`src/rtl/hsid_lib_search_ctrl.sv`:
```
`default_nettype none
// ============================================================================
// Module      : hsid_lib_search_ctrl
// Description : HSI library search sequencer. Loads one measured pixel (band
//               vector, two samples per word) into the measure buffer, then
//               starts the MSE unit once per library entry and keeps the
//               entry with the smallest MSE (ties keep the lower index).
// Ports       : clk, rst (sync, active high)
//               start, band_count, lib_size      - search request (host)
//               meas_valid/meas_data/meas_ready  - measured-word stream
//               buf_we/buf_addr/buf_wdata        - measure buffer write port
//               mse_start/mse_lib_idx            - MSE unit request
//               mse_done/mse_value               - MSE unit result
//               busy, done, error, best_idx, best_mse - status / result
// Options     : `define HSID_MSE_TIMEOUT_EN adds a WAIT_MSE watchdog of
//               TIMEOUT_CYCLES cycles that ends the search with error=1.
// Revision    : 1.0 - initial release
// ============================================================================
module hsid_lib_search_ctrl #(
  parameter int WORD_WIDTH     = 32,
  parameter int DATA_WIDTH     = 16,
  parameter int DATA_WIDTH_ACC = 48,
  parameter int LENGTH_BITS    = 10,
  parameter int LIBRARY_SIZE   = 256,
  parameter int TIMEOUT_CYCLES = 1024,
  localparam int IDX_W         = $clog2(LIBRARY_SIZE)
) (
  input  logic                      clk,
  input  logic                      rst,
  input  logic                      start,
  input  logic [LENGTH_BITS-1:0]    band_count,
  input  logic [IDX_W:0]            lib_size,
  input  logic                      meas_valid,
  input  logic [WORD_WIDTH-1:0]     meas_data,
  output logic                      meas_ready,
  output logic                      buf_we,
  output logic [LENGTH_BITS-1:0]    buf_addr,
  output logic [WORD_WIDTH-1:0]     buf_wdata,
  output logic                      mse_start,
  output logic [IDX_W-1:0]          mse_lib_idx,
  input  logic                      mse_done,
  input  logic [DATA_WIDTH_ACC-1:0] mse_value,
  output logic                      busy,
  output logic                      done,
  output logic                      error,
  output logic [IDX_W-1:0]          best_idx,
  output logic [DATA_WIDTH_ACC-1:0] best_mse
);

  localparam int DATA_PER_WORD = WORD_WIDTH / DATA_WIDTH;

  typedef enum logic [2:0] {
    S_IDLE         = 3'd0,
    S_READ_MEASURE = 3'd1,
    S_COMPUTE_MSE  = 3'd2,
    S_WAIT_MSE     = 3'd3,
    S_COMPARE_MSE  = 3'd4,
    S_DONE         = 3'd5
  } state_t;

  state_t                    state;
  state_t                    next_state;
  logic [LENGTH_BITS-1:0]    word_cnt;
  logic [LENGTH_BITS-1:0]    last_word;
  logic [IDX_W-1:0]          lib_last;
  logic [DATA_WIDTH_ACC-1:0] cur_mse;
  logic                      accept;
  logic                      set_error;
  logic                      last_entry;
  logic [LENGTH_BITS:0]      words_needed;
  logic [IDX_W:0]            lib_clamped;

  // Odd band counts still occupy a whole final word.
  assign words_needed = ({1'b0, band_count} + (LENGTH_BITS+1)'(DATA_PER_WORD - 1))
                        / (LENGTH_BITS+1)'(DATA_PER_WORD);
  assign lib_clamped  = (lib_size > (IDX_W+1)'(LIBRARY_SIZE)) ? (IDX_W+1)'(LIBRARY_SIZE)
                                                              : lib_size;

`ifdef HSID_MSE_TIMEOUT_EN
  localparam int TMO_W = $clog2(TIMEOUT_CYCLES + 1);
  logic [TMO_W-1:0] tmo_cnt;

  // Counts cycles spent in WAIT_MSE; zero on every entry.
  always_ff @(posedge clk) begin
    if (rst || state != S_WAIT_MSE) tmo_cnt <= '0;
    else                            tmo_cnt <= tmo_cnt + 1'b1;
  end
`else
  // Watchdog not built: TIMEOUT_CYCLES only documents the disabled option.
  if (TIMEOUT_CYCLES > 0) begin : g_no_watchdog
  end
`endif

  always_comb begin
    next_state = state;
    accept     = 1'b0;
    set_error  = 1'b0;
    last_entry = (mse_lib_idx == lib_last);
    case (state)
      S_IDLE: begin
        if (start) begin
          if (band_count == '0 || lib_size == '0) begin
            next_state = S_DONE;
            set_error  = 1'b1;
          end else begin
            next_state = S_READ_MEASURE;
          end
        end
      end
      S_READ_MEASURE: begin
        accept = meas_valid && meas_ready;
        if (accept && word_cnt == last_word) next_state = S_COMPUTE_MSE;
      end
      S_COMPUTE_MSE: next_state = S_WAIT_MSE;
      S_WAIT_MSE: begin
        if (mse_done) begin
          next_state = S_COMPARE_MSE;
`ifdef HSID_MSE_TIMEOUT_EN
        end else if (tmo_cnt == TMO_W'(TIMEOUT_CYCLES - 1)) begin
          next_state = S_DONE;
          set_error  = 1'b1;
`endif
        end
      end
      S_COMPARE_MSE: next_state = last_entry ? S_DONE : S_COMPUTE_MSE;
      S_DONE:        next_state = S_IDLE;
      default:       next_state = S_IDLE;
    endcase
  end

  always_ff @(posedge clk) begin
    if (rst) begin
      state       <= S_IDLE;
      meas_ready  <= 1'b0;
      buf_we      <= 1'b0;
      buf_addr    <= '0;
      buf_wdata   <= '0;
      mse_start   <= 1'b0;
      mse_lib_idx <= '0;
      busy        <= 1'b0;
      done        <= 1'b0;
      error       <= 1'b0;
      best_idx    <= '0;
      best_mse    <= '1;
      word_cnt    <= '0;
      last_word   <= '0;
      lib_last    <= '0;
      cur_mse     <= '0;
    end else begin
      state      <= next_state;
      // Status outputs are registered from the next state so they line up
      // with the state they describe.
      busy       <= (next_state != S_IDLE);
      done       <= (next_state == S_DONE);
      meas_ready <= (next_state == S_READ_MEASURE);
      mse_start  <= (next_state == S_COMPUTE_MSE);
      buf_we     <= accept;
      if (accept) begin
        buf_addr  <= word_cnt;
        buf_wdata <= meas_data;
        word_cnt  <= word_cnt + 1'b1;
      end
      case (state)
        S_IDLE: begin
          if (start) begin
            last_word   <= LENGTH_BITS'(words_needed - 1'b1);
            lib_last    <= IDX_W'(lib_clamped - 1'b1);
            error       <= set_error;
            best_mse    <= '1;
            best_idx    <= '0;
            word_cnt    <= '0;
            mse_lib_idx <= '0;
          end
        end
        S_WAIT_MSE: begin
          if (mse_done)  cur_mse <= mse_value;
          if (set_error) error   <= 1'b1;
        end
        S_COMPARE_MSE: begin
          if (cur_mse < best_mse) begin
            best_mse <= cur_mse;
            best_idx <= mse_lib_idx;
          end
          if (!last_entry) mse_lib_idx <= mse_lib_idx + 1'b1;
        end
        default: ;
      endcase
    end
  end

endmodule
`default_nettype wire

```
`config.mk`:
```
export PLATFORM = sky130hd
export DESIGN_NAME = hsid_lib_search_ctrl
export DESIGN_NICKNAME = d
export VERILOG_FILES = /design/src/rtl/hsid_lib_search_ctrl.sv
export SDC_FILE = /design/constraint.sdc
export NUM_CORES = 1
export LEC_CHECK = 0
export BUFFER_PORTS_ARGS = -buffer_cell sky130_fd_sc_hd__buf_2
export CAP_MARGIN = 20
export CORE_MARGIN = 2
export CORE_UTILIZATION = 47
export DETAILED_ROUTE_END_ITERATION = 10
export PLACE_DENSITY = 0.74
export SETUP_SLACK_MARGIN = 0.5
export SLEW_MARGIN = 20
export SYNTH_ARGS = -nofsm -noshare
export SYNTH_HDL_FRONTEND = slang
export SYNTH_SLANG_ARGS = --single-unit
export TNS_END_PERCENT = 20
```
`constraint.sdc`:
```
create_clock -name clk -period 2.8 [get_ports clk]
set_clock_uncertainty 0.05 [all_clocks]
set_input_delay 0.56 -clock clk [delete_from_list [all_inputs] [get_ports clk]]
set_output_delay 0.56 -clock clk [all_outputs]
set_load 0.05 [all_outputs]
```
==> results.py <==
metrics = {
    "yosys": {
        "synth-seq-cells": 191,
        "muxShareOfSynthArea_pct": 6.49,
        "synth_compound_area_share_pct": 11.8,
        "synth_edf_count": 0,
        "synth_cell_types": 62,
        "synth_top_family_by_area": "simple AND/OR/NAND/NOR gates",
        "synthAdderAreaFrac_pct": 7.29,
        "ys_warn_count": 0,
        "synth_area_mm2": 0.00910,
        "synth-async-reset-ratio_pct": 0,
        "ys_seq_area_share_pct": 42.0,
        "avgSynthCellArea_um2": 8.07,
        "syn_nets": 1285,
        "synth-xor-area-share_pct": 4.14,
        "synth-simple-area-share_pct": 22.8,
        "postSynthCellCount": 1128,
        "synthFlopType": "dfxtp_1",
    },
    "die": {
        "io_pins": 216,
        "initial_core_util_pct": 48.3,
        "dieWidth_um": 143,
        "die_h_um": 143,
        "std_cell_rows": 50,
        "die_area_mm2": 0.0205,
        "coreArea_mm2": 0.0188,
    },
    "global_routing": {
        "grt_max_degree": 70,
        "grt_overflow": 0,
        "antenna_found_initial": 2,
        "grt_pass1_wl_um": 36900,
        "grt_use_total_pct": 22.4,
        "grt_pass1_vias": 7434,
    },
    "flow_run": {
        "max-cap-violations": 0,
    },
    "setup_path": {
        "worst_path_max_delay_cell": "a221o_1",
        "cp.buffers_inverters": 4,
        "cp.required_ps": 3070,
        "worstPathArrival_ps": 2670,
        "end_kind": "flop",
        "cp_top_family": "compound AO/OA/AOI/OAI gates",
        "critPathLaunchType": "flop",
        "cp_slowest_stage_delay_ps": 400,
        "path_max_fanout": 7,
        "cp_cell_sequence": "inv_1, ha_1, a21oi_2, o21ai_1, a221o_1, a2bb2oi_2, o311ai_4, buf_4, buf_6, clkbuf_16, mux2i_1",
        "crit_type": "reg -> reg",
    },
    "routing": {
        "vias": 8300,
        "drc": 0,
        "wl_um": 24300,
        "viasPerCell": 5.19,
        "post_drt_wl_per_cell_um": 15.2,
        "dr.pass1.iters": 6,
        "ant_nets": 0,
        "drt_iter0_drc": 427,
    },
    "timing": {
        "fin_crit_ps": 2400,
        "slew_violations": 0,
        "finalHoldViolations": 0,
        "relSlewSlack_pct": 49.8,
        "rsz0062_at_grt": "yes",
        "fin_crit_sh_pct": 85.5,
        "fin_tns_setup_ps": 0,
        "setup_viol": 0,
        "fmax_mhz": 418,
        "tightest_slew_ps": 753,
        "timing.final.ws_setup_ps": 405,
    },
    "power_and_ir_drop": {
        "p_per_area_mw_per_mm2": 511,
        "p_leak_nw": 5.51,
        "vdd_drop_max_mv": 0.390,
    },
    "clock_tree": {
        "htree_levels": 4,
        "clockBufferDepth": 2,
        "path_clk_slew_ps": 70,
        "cts_buffers": 17,
        "insertion_delay_ps": 440,
        "cts.sinks": 191,
        "cts-root-buf": "clkbuf_16",
        "cts_tree": "done",
    },
    "place": {
        "preCtsSetupSlack_ps": 170,
        "numPortBuffers": 215,
        "gp_congestion": 0.915,
        "hpwl_um": 16300,
    },
    "finish": {
        "layout-drive-gt1-share_pct": 27.6,
        "areaGrowthSynthToFinish_pct": 27.8,
        "mostFrequentLayoutCell": "nand2_1",
        "finalNetCount": 1482,
        "fillers": 1620,
        "final_cell_mix": "nand2_1, buf_2, dfxtp_1, nor2_1, a21oi_1",
    },
    "outcome": {
        "status": "completed",
    },
    "hold_path": {
        "hold_class": "in -> reg",
    },
}
synthesized netlist by cell type (15+ instances only):
cell	number	area share (%)
a21oi_1	126	6.9
clkbuf_1	46	1.9
dfxtp_1	191	42
ha_1	53	7.3
inv_1	54	2.2
mux2i_1	59	6.5
nand2_1	241	9.9
nand3_1	15	0.83
nand4_1	16	1.1
nor2_1	139	5.7
o21ai_0	16	0.88
xnor2_1	16	1.5
xor2_1	27	2.6
per-layer routing:
metal	wire (µm)	up-vias	global-route usage, %	share of wire (%)
li1	-	4192	-	-
met1	10600	3871	28.1	44
met2	12100	200	38.7	50
met3	1050	37	4.43	4.3
met4	486	0	7.35	2.0
met5	0	-	0	0
cells by family (layout without fill, tap and decap cells):
logic type | count (synthesis) | in the layout
AO/OA/AOI/OAI | 185 | 185
XOR/XNOR | 43 | 43
adder cells (fa/ha/maj) | 53 | 53
other | 0 | 2
multiplexers | 59 | 59
flip-flops | 191 | 191
buffers and inverters | 119 | 329
AND/OR/NAND/NOR | 478 | 478
stage by stage:
stage | utilization, % | cells | hold WS [ps] | total power (W) | instance area, µm²
after CTS | 60.1 | 1591 | 290 | 0.00595 | 11300
after global placement | 56.1 | 1554 | 389 | 0.00334 | 10600
final | 61.7 | 1600 | 303 | 0.00594 | 11600
after global routing | 61.7 | 1599 | 291 | 0.00615 | 11600
after floorplan | - | 1128 | 393 | 0.00317 | 9270
after detailed placement | 56.1 | 1554 | 393 | 0.00334 | 10600
power breakdown:
group | total (W) | internal (W) | switching, W
logic | 0.000583 | 0.000242 | 0.000341
clock network | 0.00260 | 0.00148 | 0.00112
registers | 0.00276 | 0.00273 | 0.0000273
area by class of cell:
type                            instances  area, µm²  share of cell area (%)
Antenna cell                            2       5.00                  0.0430
Multi-Input combinational cell        818       5090                    43.8
Clock buffer                           19        454                    3.91
Clock inverter                         13        173                    1.48
Timing Repair Buffer                  243       1440                    12.4
Inverter                               54        205                    1.76
Sequential cell                       191       3940                    33.9
Tap cell                              260        325                    2.80
registers in the layout, indices dropped and copies added (netlist names):
name	count
best_mse	48
cur_mse	48
buf_wdata	32
buf_addr	10
last_word	10
word_cnt	10
best_idx	8
lib_last	8
mse_lib_idx	8
state	3
buf_we	1
busy	1
done	1
error	1
meas_ready	1
mse_start	1
worst min-delay path: stages:
cell and delay (ps):
buf_2 90, nand2_1 40, a21oi_1 50
final timing paths:
check	startpoint	endpoint	slack, ps	depth (start not counted)
worst max register to register	best_mse[19]	best_mse[0]	400	11
worst min-delay path	mse_value[8]	cur_mse[8]	300	3
worst max-delay path	best_mse[19]	best_mse[0]	400	11
worst min register to register	buf_wdata[12]	buf_wdata[12]	400	2
what timing repair did:
action	in CTS	in global routing
resized for setup	12	32
pin swaps	8	19
hold buffers	0	0
setup endpoints to repair	56	57
setup buffers	3	4
hold endpoints to repair	0	0
gates cloned	2	3
Note: power is estimated with default switching activity, not from simulation.
